<file path="config.mk">
export PLATFORM = sky130hd
export DESIGN_NAME = fir_decim_out
export DESIGN_NICKNAME = d
export VERILOG_FILES = /design/src/rtl/fir_pkg.sv /design/src/rtl/sample_fifo.sv /design/src/rtl/fir_decim_out.sv
export SDC_FILE = /design/constraint.sdc
export NUM_CORES = 1
export LEC_CHECK = 0
export BUFFER_PORTS_ARGS = -buffer_cell sky130_fd_sc_hd__buf_2
export CAP_MARGIN = 10
export CORE_MARGIN = 2
export CORE_UTILIZATION = 62
export DETAILED_ROUTE_END_ITERATION = 8
export PLACE_DENSITY = 0.81
export SYNTH_ARGS = -nofsm -noshare
export SYNTH_HDL_FRONTEND = slang
export SYNTH_HIERARCHICAL = 1
export SYNTH_SLANG_ARGS = --single-unit
</file>
<file path="constraint.sdc">
create_clock -name clock -period 3.7 [get_ports clock]
set_clock_uncertainty 0.15 [all_clocks]
set_input_delay 0.185 -clock clock [delete_from_list [all_inputs] [get_ports clock]]
set_output_delay 0.185 -clock clock [all_outputs]
set_load 0.05 [all_outputs]
</file>
<file path="src/rtl/fir_pkg.sv">
// Shared types for the fir datapath and its output stage.
// Sample/tap typedefs plus the saturating drop-counter helper.
package fir_pkg;
    localparam int SAMPLE_W = 16;
    typedef logic [SAMPLE_W-1:0] sample_t;

    localparam int NUM_TAPS = 10;
    typedef sample_t [NUM_TAPS-1:0] taps_t;

    localparam int DROP_W = 8;
    typedef logic [DROP_W-1:0] drop_cnt_t;

    function automatic drop_cnt_t sat_inc(input drop_cnt_t v);
        return (v == '1) ? v : v + drop_cnt_t'(1);
    endfunction
endpackage

</file>
<file path="src/rtl/sample_fifo.sv">
// Generic register FIFO with combinational head read and cleared storage.
// Latency: write visible at rdata one clock after push into an empty FIFO.
// Backpressure: push while full is ignored unless a pop happens the same cycle.
module sample_fifo #(
    parameter int WIDTH = 16,
    parameter int DEPTH = 4
) (
    input  logic                     clock,
    input  logic                     reset,
    input  logic                     push,
    input  logic                     pop,
    input  logic [WIDTH-1:0]         wdata,
    output logic [WIDTH-1:0]         rdata,
    output logic                     empty,
    output logic                     full,
    output logic [$clog2(DEPTH):0]   level
);
    localparam int AW = $clog2(DEPTH);
    localparam int LW = $clog2(DEPTH) + 1;

    logic [WIDTH-1:0] mem [DEPTH];
    logic [AW-1:0]    wr_ptr;
    logic [AW-1:0]    rd_ptr;
    logic [LW-1:0]    count;
    logic             do_push;
    logic             do_pop;

    assign empty   = (count == '0);
    assign full    = (count == LW'(DEPTH));
    assign do_pop  = pop & ~empty;
    // A pop frees the slot the simultaneous push lands in, so full+pop still accepts.
    assign do_push = push & (~full | do_pop);
    assign rdata   = mem[rd_ptr];
    assign level   = count;

    always_ff @(posedge clock) begin
        if (reset) begin
            wr_ptr <= '0;
            rd_ptr <= '0;
            count  <= '0;
            for (int i = 0; i < DEPTH; i++) begin
                mem[i] <= '0;
            end
        end else begin
            if (do_push) begin
                mem[wr_ptr] <= wdata;
                wr_ptr      <= wr_ptr + AW'(1);
            end
            if (do_pop) begin
                rd_ptr <= rd_ptr + AW'(1);
            end
            case ({do_push, do_pop})
                2'b10:   count <= count + LW'(1);
                2'b01:   count <= count - LW'(1);
                default: count <= count;
            endcase
        end
    end
endmodule

</file>
<file path="src/rtl/fir_decim_out.sv">
// Decimates the fir output stream by DECIM and buffers kept samples for a valid/ready consumer.
// Latency: kept sample shows on out_data/out_valid one clock after its input edge (empty FIFO).
// Backpressure: kept samples arriving while full with no pop are dropped and counted (ovf, drop_cnt).
module fir_decim_out
    import fir_pkg::*;
#(
    parameter int WIDTH = SAMPLE_W,
    parameter int DECIM = 4,
    parameter int DEPTH = 4
) (
    input  logic                     clock,
    input  logic                     reset,
    input  logic [WIDTH-1:0]         y,
    input  logic                     y_valid,
    input  logic                     clear_ovf,
    output logic [WIDTH-1:0]         out_data,
    output logic                     out_valid,
    input  logic                     out_ready,
    output logic [$clog2(DEPTH):0]   level,
    output logic                     ovf,
    output logic [DROP_W-1:0]        drop_cnt
);
    localparam int PH_W = (DECIM > 1) ? $clog2(DECIM) : 1;

    logic [PH_W-1:0] phase;
    logic            keep_vld;
    logic            pop_vld;
    logic            drop_vld;
    logic            fifo_full;
    logic            fifo_empty;

    assign keep_vld  = y_valid & (phase == '0);
    assign out_valid = ~fifo_empty;
    assign pop_vld   = out_valid & out_ready;
    assign drop_vld  = keep_vld & fifo_full & ~pop_vld;

    always_ff @(posedge clock) begin
        if (reset) begin
            phase <= '0;
        end else if (y_valid) begin
            phase <= (phase == PH_W'(DECIM - 1)) ? '0 : phase + PH_W'(1);
        end
    end

    // A drop in the same cycle as clear_ovf restarts the count at one.
    always_ff @(posedge clock) begin
        if (reset) begin
            ovf      <= 1'b0;
            drop_cnt <= '0;
        end else if (drop_vld) begin
            ovf      <= 1'b1;
            drop_cnt <= clear_ovf ? drop_cnt_t'(1) : sat_inc(drop_cnt);
        end else if (clear_ovf) begin
            ovf      <= 1'b0;
            drop_cnt <= '0;
        end
    end

    sample_fifo #(
        .WIDTH (WIDTH),
        .DEPTH (DEPTH)
    ) u_fifo (
        .clock (clock),
        .reset (reset),
        .push  (keep_vld),
        .pop   (pop_vld),
        .wdata (y),
        .rdata (out_data),
        .empty (fifo_empty),
        .full  (fifo_full),
        .level (level)
    );
endmodule

</file>
==> results.cfg <==
[outcome]
run_status = completed

[route]
vias = 2456
drc = 0
drtPass1Iterations = 4
vias_per_cell = 5.66
wire_per_inst_um = 17.4
ant_nets = 0
first_iter_violations = 130
wl_um = 7560

[grt]
gr-usage-all-layers_pct = 23.1
grt_max_degree = 26
grt-ovfl-total = 0
antenna_found_initial = 0
grt_pass1_wl_um = 12300
grt_pass1_vias = 2518

[cells_and_area]
final_core_util_pct = 75.9
nets = 379
syn_to_final_growth_pct = 17.0
instances_no_fill = 434
diodes = 0
finalInstanceArea_mm2 = 0.00455
layout-drive-gt1-share_pct = 28.4

[logic_synthesis]
synth_edf_count = 64
synth_top_area_share_pct = 49.5
yosys.area.top_type = edfxtp_1
synth_cell_types = 52
yosys-top-cells-count = 65 x and2_1, 64 x edfxtp_1, 20 x dfxtp_1
ys_seq_area_share_pct = 59.8
synth.cell_area_mm2 = 0.00389
avgSynthCellArea_um2 = 13.6
synth_seq_cells = 84
synth.most_common_cell = and2_1
yosysWarnings = 6
syn_inst = 286
yosys-top-cells-area = edfxtp_1 49%, and2_1 10%, dfxtp_1 10%
synthArstFlopShare_pct = 0
synthFlopType = edfxtp_1
syn_nets = 311

[pwr]
p_leak_nw = 1.78
p_sw_share_pct = 26.4
pwr-share-comb_pct = 12.9
fin_total_pwr_mw = 2.01
p_int_mw = 1.48
clkPwrFrac_pct = 32.4
p_switching_uw = 529
peakVddDrop_v = 0.000264
seqPwrFrac_pct = 54.7
p_per_area_mw_per_mm2 = 442

[timing]
finalCritPeriodShare_pct = 85.8
timing.fmax_ghz = 0.315
hold_violations = 0
fin_crit_ns = 3.18
relSlewSlack_pct = 29.1
setup_tns_ns = 0
rsz0062_at_grt = no
finalMaxSlewViolations = 0
fin_ws_ns = 0.524
hold_slack_ns = 0.0176
worst_pin_slew_ns = 1.05
setup_viol = 0

[setup_path]
reg2reg_depth = 7
cp_max_fo = 17
rr_startpoint = u_fifo/level[0]
crit_arrival_ns = 3.04
start_kind = register
cp.required_ns = 3.56
rr_endpoint = u_fifo/mem[0][9]
crit_type = register to register
cp-end-kind = register
r2r_setup_slack_ns = 0.52

[floorplanning]
start_util_pct = 64.9
rows = 28
fp.coreArea_mm2 = 0.00599
die-width_um = 83.2
ioPinCount = 50
die_y_um = 83.2
dieArea_mm2 = 0.00692

[clocking]
cts_setup_buffers = 0
clockRootBuffer = clkbuf_8
clock_sinks = 84
clock_latency_ns = 0.35
cts_tree = built
numCtsBuffers = 9
cts_max_path_buffers = 2
htreeDepth = 3
clk_pin_slew_ns = 0.08

[job]
drv_cap = 0

[placed_design]
post_dp_cell_area_mm2 = 0.00421
hpwlAfterDp_um = 4970
dp_slack_ns = 0.523
gp_congestion = 0.973
dp_cells = 404
portBuffers = 49

[hold_path]
holdPathEnd = u_fifo/mem[0][9]
whs_path_depth = 2
holdCritStartpoint = y[9]
hold_path.class = input pin to register
==> what timing repair did <==
item	CTS	global route
hold buffers	14	0
gates resized for setup	0	0
endpoints found under the hold margin	31	0
==> registers in the layout, indices dropped and copies added (netlist names), named ones only <==
register,count
drop_cnt,8
ovf,1
phase,2
u_fifo/level,3
u_fifo/mem,64
u_fifo/rd_ptr,2
u_fifo/wr_ptr,2
==> final cells by class <==
| cell class | instances | area, um^2 |
|---|---|---|
| inverter | 9 | 33.8 |
| fill | 389 | 1440 |
| clock buffer | 9 | 124 |
| sequential | 84 | 2320 |
| multi-input combinational | 182 | 1480 |
| clock inverter | 7 | 73.8 |
| timing repair buffer | 68 | 423 |
| tap | 75 | 93.8 |
==> metal layers <==
| metal | wire length [um] | up-vias | global-route usage (%) |
|---|---|---|---|
| met2 | 3940 | 74 | 40.3 |
| met1 | 3240 | 1188 | 28.9 |
| met3 | 289 | 8 | 3.68 |
| met5 | 0 | - | 0 |
| met4 | 88 | 0 | 8.94 |
| li1 | - | 1186 | - |
==> power groups by stage <==
stage / logic [mW] / registers, mW / clock network [mW]
after floorplan: 0.179 / 1.11 / 0
after global placement: 0.242 / 1.12 / 0
after detailed placement: 0.247 / 1.12 / 0
after CTS: 0.259 / 1.10 / 0.661
after global routing: 0.278 / 1.10 / 0.692
final: 0.259 / 1.10 / 0.650
==> cell families (layout without fill, tap and decap cells) <==
logic type      after synthesis  count (layout)  share of synthesized area [%]
mux                          19              19                           10.1
compound gates               24              24                           4.99
xor+xnor                      6               6                           1.35
simple gates                129             129                           19.9
flops                        84              84                           59.8
buf+inv                      20              93                           2.41
fa+ha+maj                     4               4                           1.48
==> worst max path at each step <==
stage | depth (start not counted) | start | endpoint | slack, ns
after floorplan | 7 | u_fifo/level[0] | u_fifo/mem[2][0] | 0.77
after global placement | 7 | u_fifo/level[0] | u_fifo/mem[0][14] | 0.68
after detailed placement | 7 | u_fifo/level[0] | u_fifo/mem[0][14] | 0.52
after CTS | 7 | u_fifo/level[0] | u_fifo/mem[0][7] | 0.52
after global routing | 7 | u_fifo/level[0] | u_fifo/mem[0][7] | 0.21
final | 7 | u_fifo/level[0] | u_fifo/mem[0][9] | 0.52
==> worst max-delay path: stages, from the launching register on <==
cell and delay, ns:
dfxtp_1 0.49, nor3_1 0.09, nand2b_1 0.19, inv_1 0.24
or4b_4 0.20, nand2_1 0.15, nor4_2 0.84, or2_2 0.50
==> cells in the final DEF (no fill, tap or decap), types with 2 or more instances in the layout <==
cell,n
edfxtp_1,64
a21oi_1,8
buf_4,5
dlygate4sd3_1,14
or2_2,2
buf_2,49
and2_1,65
mux4_2,16
xor2_1,5
dfxtp_1,20
mux2i_1,2
nor3_1,6
ha_1,3
nand4_1,2
and3_1,3
a31oi_1,2
inv_6,3
nand2b_1,4
clkbuf_8,9
o21bai_1,2
inv_1,9
nand3_1,7
clkinv_2,2
nand2_1,10
or3_1,2
nor2_1,14
Note: power is estimated with default switching activity, not from simulation.
